[src/rtl/alu_pkg.sv]
// Shared definitions for the 4-bit ALU and its self-test sweep driver:
// operand width, opcode map and the sweep FSM encoding.
package alu_pkg;

    localparam int W = 4;

    localparam logic [3:0] OP_ADD  = 4'd1;
    localparam logic [3:0] OP_SUB  = 4'd2;
    localparam logic [3:0] OP_MUL  = 4'd3;
    localparam logic [3:0] OP_DIV  = 4'd4;
    localparam logic [3:0] OP_AND  = 4'd5;
    localparam logic [3:0] OP_OR   = 4'd6;
    localparam logic [3:0] OP_NOTA = 4'd7;
    localparam logic [3:0] OP_NOTB = 4'd8;
    localparam logic [3:0] OP_NAND = 4'd9;
    localparam logic [3:0] OP_NOR  = 4'd10;
    localparam logic [3:0] OP_XNOR = 4'd11;
    localparam logic [3:0] OP_XOR  = 4'd12;

    typedef enum logic [1:0] {
        ST_IDLE,
        ST_DRIVE,
        ST_HOLD,
        ST_DONE
    } sweep_state_e;

    function automatic logic [7:0] sat_inc8(input logic [7:0] v);
        return (v == 8'hFF) ? v : v + 8'd1;
    endfunction

endpackage

[src/rtl/alu_golden.sv]
// Combinational reference model of the ALU; every result is taken mod 2^W.
// Division by zero yields all-ones, unknown opcodes yield zero.
module alu_golden
    import alu_pkg::*;
#(
    parameter int W = alu_pkg::W
) (
    input  logic [W-1:0] a,
    input  logic [W-1:0] b,
    input  logic [3:0]   s,
    output logic [W-1:0] y
);

    logic [2*W-1:0] prod;

    assign prod = {{W{1'b0}}, a} * {{W{1'b0}}, b};

    always_comb begin
        y = '0;
        case (s)
            OP_ADD:  y = a + b;
            OP_SUB:  y = a - b;
            OP_MUL:  y = prod[W-1:0];
            OP_DIV:  y = (b == '0) ? '1 : a / b;
            OP_AND:  y = a & b;
            OP_OR:   y = a | b;
            OP_NOTA: y = ~a;
            OP_NOTB: y = ~b;
            OP_NAND: y = ~(a & b);
            OP_NOR:  y = ~(a | b);
            OP_XNOR: y = ~(a ^ b);
            OP_XOR:  y = a ^ b;
            default: y = '0;
        endcase
    end

endmodule

[src/rtl/alu_sweep_driver.sv]
// Self-test initiator: walks OP_FIRST..OP_LAST through an external ALU,
// compares each sampled result with alu_golden and streams it out valid/ready.
module alu_sweep_driver
    import alu_pkg::*;
#(
    parameter int         W        = alu_pkg::W,
    parameter logic [3:0] OP_FIRST = 4'd1,
    parameter logic [3:0] OP_LAST  = 4'd12,
    parameter int         SETTLE   = 1
) (
    input  logic         clk,
    input  logic         rst,
    input  logic         start,
    input  logic [W-1:0] a_in,
    input  logic [W-1:0] b_in,
    output logic         busy,
    output logic [W-1:0] alu_a,
    output logic [W-1:0] alu_b,
    output logic [3:0]   alu_s,
    input  logic [W-1:0] alu_y,
    output logic         res_valid,
    input  logic         res_ready,
    output logic [3:0]   res_op,
    output logic [W-1:0] res_y,
    output logic         res_err,
    output logic [7:0]   mism_cnt,
    output logic         done
);

    localparam int              CNT_W    = (SETTLE > 1) ? $clog2(SETTLE) : 1;
    localparam logic [CNT_W-1:0] CNT_LAST = CNT_W'(SETTLE - 1);

    sweep_state_e     state, state_n;
    logic [3:0]       op, op_n;
    logic [CNT_W-1:0] cnt, cnt_n;
    logic [W-1:0]     a_lat, a_lat_n;
    logic [W-1:0]     b_lat, b_lat_n;
    logic [W-1:0]     gold_y;

    logic             take_start, accept, cnt_last, capture, drive_n;
    logic             busy_n, res_valid_n, res_err_n, done_n;
    logic [W-1:0]     alu_a_n, alu_b_n, res_y_n;
    logic [3:0]       alu_s_n, res_op_n;
    logic [7:0]       mism_cnt_n;

    assign take_start = (state == ST_IDLE) && start;
    assign accept     = (state == ST_HOLD) && res_ready;
    assign cnt_last   = (cnt == CNT_LAST);
    assign capture    = (state == ST_DRIVE) && cnt_last;

    // The golden model sees the same latched operands and opcode the ALU is driven with.
    alu_golden #(.W(W)) u_golden (
        .a (a_lat),
        .b (b_lat),
        .s (op),
        .y (gold_y)
    );

    always_ff @(posedge clk) begin
        if (rst) begin
            state <= ST_IDLE;
        end else begin
            state <= state_n;
        end
    end

    always_comb begin
        state_n = state;
        case (state)
            ST_IDLE:  if (start) state_n = ST_DRIVE;
            ST_DRIVE: if (cnt_last) state_n = ST_HOLD;
            ST_HOLD:  if (res_ready) state_n = (op == OP_LAST) ? ST_DONE : ST_DRIVE;
            ST_DONE:  state_n = ST_IDLE;
            default:  state_n = ST_IDLE;
        endcase
    end

    // Next values of every registered output, derived from the next state so
    // that each output is a flop with no combinational path from the inputs.
    always_comb begin
        a_lat_n     = take_start ? a_in : a_lat;
        b_lat_n     = take_start ? b_in : b_lat;
        op_n        = op;
        if (take_start) begin
            op_n = OP_FIRST;
        end else if (accept && (op != OP_LAST)) begin
            op_n = op + 4'd1;
        end
        cnt_n       = ((state == ST_DRIVE) && !cnt_last) ? cnt + CNT_W'(1) : '0;

        drive_n     = (state_n == ST_DRIVE) || (state_n == ST_HOLD);
        alu_a_n     = drive_n ? a_lat_n : '0;
        alu_b_n     = drive_n ? b_lat_n : '0;
        alu_s_n     = drive_n ? op_n : 4'd0;

        busy_n      = (state_n != ST_IDLE);
        res_valid_n = (state_n == ST_HOLD);
        done_n      = (state_n == ST_DONE);

        res_y_n     = res_y;
        res_op_n    = res_op;
        res_err_n   = res_err;
        mism_cnt_n  = mism_cnt;
        if (take_start) begin
            mism_cnt_n = 8'd0;
        end
        if (capture) begin
            res_y_n   = alu_y;
            res_op_n  = op;
            res_err_n = (alu_y != gold_y);
            if (alu_y != gold_y) begin
                mism_cnt_n = sat_inc8(mism_cnt);
            end
        end
    end

    always_ff @(posedge clk) begin
        if (rst) begin
            op        <= 4'd0;
            cnt       <= '0;
            a_lat     <= '0;
            b_lat     <= '0;
            alu_a     <= '0;
            alu_b     <= '0;
            alu_s     <= 4'd0;
            busy      <= 1'b0;
            res_valid <= 1'b0;
            done      <= 1'b0;
            res_y     <= '0;
            res_op    <= 4'd0;
            res_err   <= 1'b0;
            mism_cnt  <= 8'd0;
        end else begin
            op        <= op_n;
            cnt       <= cnt_n;
            a_lat     <= a_lat_n;
            b_lat     <= b_lat_n;
            alu_a     <= alu_a_n;
            alu_b     <= alu_b_n;
            alu_s     <= alu_s_n;
            busy      <= busy_n;
            res_valid <= res_valid_n;
            done      <= done_n;
            res_y     <= res_y_n;
            res_op    <= res_op_n;
            res_err   <= res_err_n;
            mism_cnt  <= mism_cnt_n;
        end
    end

endmodule

[config.mk]
export PLATFORM = sky130hd
export DESIGN_NAME = alu_sweep_driver
export DESIGN_NICKNAME = d
export VERILOG_FILES = /design/src/rtl/alu_pkg.sv /design/src/rtl/alu_golden.sv /design/src/rtl/alu_sweep_driver.sv
export SDC_FILE = /design/constraint.sdc
export NUM_CORES = 1
export LEC_CHECK = 0
export BUFFER_PORTS_ARGS = -buffer_cell sky130_fd_sc_hd__clkbuf_2
export CORE_MARGIN = 8
export CORE_UTILIZATION = 50
export DETAILED_ROUTE_END_ITERATION = 12
export GPL_TIMING_DRIVEN = 1
export PLACE_DENSITY = 0.81
export SYNTH_ARGS = -nofsm -noshare
export SYNTH_HDL_FRONTEND = slang
export SYNTH_HIERARCHICAL = 1
export SYNTH_SLANG_ARGS = --single-unit
[constraint.sdc]
create_clock -name clk -period 7.5 [get_ports clk]
set_input_delay 2.25 -clock clk [delete_from_list [all_inputs] [get_ports clk]]
set_output_delay 2.25 -clock clk [all_outputs]
set_load 0.03 [all_outputs]
# --- Word level (Yosys, flattened, before mapping) ---
# Index checks and enable logic that the tools add are counted.
classes:
  n_reduce_logical: 11
  multipliers: 1
  div: 1
  eq_ne: 22
  order_cmp: 0
  shifts: 0
  add_sub_neg: 5
  bitwise: 11
  mux: 15
ops:
  columns: ["cell", "count"]
  rows:
  - ["$pmux W4 S12", 1]
  - ["$mux W8", 4]
  - ["$eq A4 B4 Y1 const B", 5]
  - ["$mux W4", 5]
  - ["$not A4 Y4", 5]
  - ["$eq A4 B3 Y1 const B", 4]
  - ["$add A8 B1 Y8 const B", 1]
  - ["$eq A2 B2 Y1 const B", 4]
  - ["$eq A4 B2 Y1 const B", 2]
  - ["$eq A8 B8 Y1 const B", 1]
  - ["$mux W2", 4]
  - ["$pmux W2 S4", 1]
  - ["$logic_and A1 B1 Y1", 5]
  - ["$add A4 B1 Y4 const B", 1]
  - ["$add A4 B4 Y4", 1]
  - ["$and A4 B4 Y4", 1]
  - ["$div A4 B4 Y4", 1]
  - ["$eq A2 B1 Y1 const B", 2]
  - ["$eq A4 B1 Y1 const B", 1]
  - ["$logic_not A4 Y1", 1]
  - ["$mul A4 B4 Y4", 1]
  - ["$ne A4 B4 Y1", 1]
  - ["$ne A4 B4 Y1 const B", 1]
  - ["$or A4 B4 Y4", 1]
  - ["9 further kinds", 12]
word_totals:
  romBits: 0
  memories: 0
  regBits: 47
  word_cells: 81
  latchBits: 0
  ramBits: 0
  output_inout_bits: 32
  inputBits: 16

# --- Depth between registers and ports, before layout ---
logic_depth:
  word_depth: 8
  mapped_depth: 26
  depth_no_buf: 25

# --- Modules after synthesis ---
# The synthesis kept the hierarchy.
by_module_without_submodules:
  columns: ["module", "area_per_inst_um2", "instances", "cells_per_inst", "seq_area_each_um2"]
  rows:
  - ["alu_sweep_driver", 1824.2, 1, 195, 940.9]
  - ["alu_golden", 1307.5, 1, 179, 0.0]

# --- Least setup slack after synthesis ---
# No wires, ideal clock.
synth_timing:
  path_kind: "register -> register"
  from: "reg b_lat[0]"
  to: "reg mism_cnt[6]"
  arrival_time_ns: 4.722
  n_path_buf: 1
  required_ns: 7.414
  synth_period_minus_slack_ns: 4.808
  path_stages_with_launch: 22
  setup_time_ns: 0.086
  slack_ns: 2.692
  cell_sequence: "dfxtp_1 -> inv_1 -> ha_1 -> a21oi_1 -> ha_1 -> o21a_1 -> o21ai_1 -> mux2_2 -> ha_1 -> o21ai_0 -> a21oi_1 -> mux2_2 -> ha_1 -> o21ai_0 -> nand2b_1 -> a221oi_1 -> o221ai_1 -> xor2_1 -> o41ai_1 -> buf_4 -> nor3_1 -> a211oi_1"
synth_between:
  elab_chain_len: 6
  elab_cells_between_ends: 18
  cone_classes: "2 x add/sub; 1 x mul; 1 x div; 2 x eq/ne; 4 x mux; 7 x bitwise; 1 x reduce/logical"
synth_rtl:
  columns: ["element", "line_no", "text"]
  rows:
  - ["start, declared", "alu_sweep_driver.sv:37", "logic [W-1:0] b_lat, b_lat_n;"]
  - ["start signal, assigned", "alu_sweep_driver.sv:137", "b_lat <= b_lat_n;"]
  - ["$div A4 B4 Y4, or another cell as far along", "alu_golden.sv:24", "OP_DIV: y = (b == '0) ? '1 : a / b;"]
  - ["$mux W4, or another cell as far along", "alu_golden.sv:24", null]
  - ["$pmux W4 S12 *", "alu_golden.sv:20", "case (s)"]
  - ["named net gold_y[0]", "alu_sweep_driver.sv:38", "logic [W-1:0] gold_y;"]
  - ["$ne A4 B4 Y1 *", "alu_sweep_driver.sv:111", "if (alu_y != gold_y) begin"]
  - ["$mux W8", "alu_sweep_driver.sv:111", null]
  - ["$mux W8", "alu_sweep_driver.sv:107", "if (capture) begin"]
  - ["end signal, assigned", "alu_sweep_driver.sv:147", "mism_cnt <= mism_cnt_n;"]
  - ["end, declared", "alu_sweep_driver.sv:26", "output logic [7:0] mism_cnt,"]
# The timed path passes the listed nets; every way through them passes the cells marked *.
# A chain may end at the register's enable or synchronous reset.

# --- Worst setup path in the final report ---
layout_timing:
  from: "reg b_lat[0]"
  to: "reg mism_cnt[3]"
# Same word-level chain as after synthesis.

==> out/metrics.csv <==
stage,metric,value,unit
route,DRC,0,
sta,setup TNS,0,ns
global_routing,antenna violations before repair,0,
place,GPL Wtd Cong,0.9403,
synth,ys flop type,dfxtp_1,
route,Via-to-Cell Ratio,5.698,
floorplan,IO Count,48,
place,dpl hpwl,5.580,mm
setup_path,flop2flop setup slack,2.00,ns
clocking,H-tree levels,2,
setup_path,Setup CP Type,register to register,
sta,"Hold Violations, Final",0,
pwr,Power per Cell Area,171.6,nW/um^2
clocking,CTS Buf Count,5,
sta,worst clock skew,0.006900,ns
synth,ys async rst share,0,
route,via count of the routed design,2769,
sta,final slew viol count,0,
clocking,Max clock buf depth,2,
clocking,Post-CTS Setup Repair Bufs,0,
setup_path,CP max-delay cell,or4_1,
synth,most frequent cell after synthesis,dfxtp_1,
hold_path,Hold WC Path Type,register to register,
floorplan,Die Y-Extent,95.14,um
setup_path,crit-path max cell delay,0.50,ns
synth,post-synth top area share,0.3004,
setup_path,"Critical Path, Cell by Cell",inv_1 -> ha_1 -> a21oi_1 -> ha_1 -> o21a_1 -> o21ai_1 -> mux2_2 -> ha_1 -> o21ai_0 -> a21oi_1 -> nor2_1 -> a21oi_1 -> ha_1 -> a21boi_0 -> o21ai_0 -> nand2b_1 -> a221oi_1 -> o221ai_1 -> xor2_1 -> o41ai_1 -> buf_4 -> or4_1 -> a21oi_1,
setup_path,"Arr. time, crit path",5.73,ns
clocking,post-CTS sizing,0,
synth,Synth warnings,6,
sta,Max-slew headroom,0.3730,
place,number of I/O port buffers,47,
synth,Yosys reg bits,47,
floorplan,Core ar.,6205,um^2
global_routing,global route overflow,0,
synth,Post-Syn Area per Cell,8.374,um^2
clocking,TritonCTS clock tree,built,
sta,actual slew at the worst max-slew pin,0.9364,ns
cells_and_area,multi-input logic area,2014,um^2
global_routing,largest net degree at the start of global routing,36,
pwr,Overall Power,0.5938,mW
pwr,Peak VDD IR,0.0001698,V
route,Initial DRC Count,191,
floorplan,starting density of the core,0.5047,
route,remaining antenna violation count,0,
synth,Post-Syn Instances,374,
pwr,LEAKAGE,1.477,nW
synth,Post-Syn Area,3132,um^2
setup_path,Worst EP required,7.73,ns
synth,post-synthesis sequential area ratio,0.3004,
clocking,CTS Hold Bufs,0,
floorplan,# rows,29,
global_routing,Global Route Usage Sum,0.1716,
global_routing,global-route wire length before repair,12.56,mm
cells_and_area,register area,940.9,um^2
synth,post-synth top area cell,dfxtp_1,
setup_path,CP max FO,11,
setup_path,Crit. End Element,register,
job,Maximum Capacitance Violations,0,
route,Routed WL per cell,15.21,um
cells_and_area,Final nets,461,
sta,min cycle time layout,5.499,ns
status,status,completed,
floorplan,Die ar.,9052,um^2
cells_and_area,share of cells above drive strength 1,0.1711,
sta,Tcrit/Tclk final,0.7332,
cells_and_area,area grow syn2layout,10.47,%
clocking,clk slew on worst S/H paths,0.08,ns
synth,"EDFF count, synth",0,
clocking,CTS Sinks,47,
floorplan,die span in x,95.14,um
synth,syn nets,426,
sta,Finish-stage setup viols,0,
clocking,Root Driver,clkbuf_8,
sta,fmax,181.8,MHz
synth,Post-synth top cells,"dfxtp_1 (47), a21oi_1 (36), ha_1 (35)",
global_routing,vias in the first global route,2712,
sta,RSZ-0062 raised after global routing,false,
clocking,Clock Latency Late Sink,0.30,ns
route,Pre-antenna DRT Iters,4,
setup_path,CP Launch Type,register,
cells_and_area,diode count,0,
cells_and_area,# fillers,561,
route,WL final,7.392,mm
synth,"top cells by area, synth","dfxtp_1 (30%), ha_1 (14%), a21oi_1 (5.8%), mux2i_1 (4.2%), nor2_1 (4.0%)",
synth,synth unique cells,52,
critical path: cells and delay by family, from the launching register on:
kind            cells  cell delay [ns]
simple gates        3             0.66
buf+inv             2             0.40
flops               1             0.49
fa+ha+maj           4             1.15
compound gates     12             2.16
mux                 1             0.39
xor+xnor            1             0.20
worst paths after layout:
kind	startpoint	end	cells past startpoint
hold reg to reg	res_y[1]	res_y[1]	2
setup / recovery	b_lat[0]	mism_cnt[3]	23
setup reg to reg	b_lat[0]	mism_cnt[3]	23
hold / removal	res_y[1]	res_y[1]	2
flip-flops by register name, summed over array words and instances, names as in the netlist, 2 cells and up:
register / flops
alu_s: 4
alu_b: 4
b_lat: 4
res_y: 4
mism_cnt: 8
op: 4
alu_a: 4
res_op: 4
a_lat: 4
state: 2
area by class of cell:
class,count,share of cell area
repair buffers,49,0.07233
clock buffers,5,0.01989
flip-flops and latches,47,0.2720
multi-input cells,286,0.5823
inverters,20,0.02170
clock inverters,2,0.003978
well taps,77,0.02785
stage by stage:
step	area, um^2	std cells	hold WS (ns)	setup WS (ns)	util
after detailed placement	3377	479	0.4530	2.087	0.5443
after global placement	3377	479	0.4443	2.329	0.5443
final	3460	486	0.4611	2.001	0.5576
after CTS	3460	486	0.4651	2.061	0.5576
after floorplan	3132	374	0.4662	2.692	-
after global routing	3460	486	0.4899	1.568	0.5576
where the power goes:
part | internal [mW] | switching [mW] | total [mW]
registers | 0.260 | 0.0159 | 0.275
logic | 0.0729 | 0.0994 | 0.172
clock network | 0.0638 | 0.0822 | 0.146
total | 0.396 | 0.198 | 0.594
cells in the final DEF, fill, tap and decap left out, drive strengths merged, types with 7 or more instances in the layout:
master / instances
a21oi: 36
nand2b: 7
dfxtp: 47
nand3: 9
clkbuf: 52
nand2: 30
o21ai: 9
xor2: 10
nor2: 33
ha: 35
nor3: 23
mux2i: 13
xnor2: 10
inv: 20
or3: 9
kinds of logic (layout without fill, tap and decap cells):
logic type               after synthesis  count (layout)  synth area share
XOR/XNOR                              21              21           0.06312
AO/OA/AOI/OAI                         74              74            0.1466
other                                  1               1          0.001197
AND/OR/NAND/NOR                      137             137            0.2285
multiplexers                          17              17           0.05593
flip-flops                            47              47            0.3004
buffers and inverters                 41              76           0.05793
adder cells (fa/ha/maj)               36              36            0.1462
metal layers:
metal	GRT usage	vias to the layer above	routed length [um]
met2	0.2727	67	3479
met1	0.2212	1314	3424
li1	-	1378	-
met5	0	-	0
met4	0.06242	0	134
met3	0.04016	10	354
(Power assumes the default switching activity.)
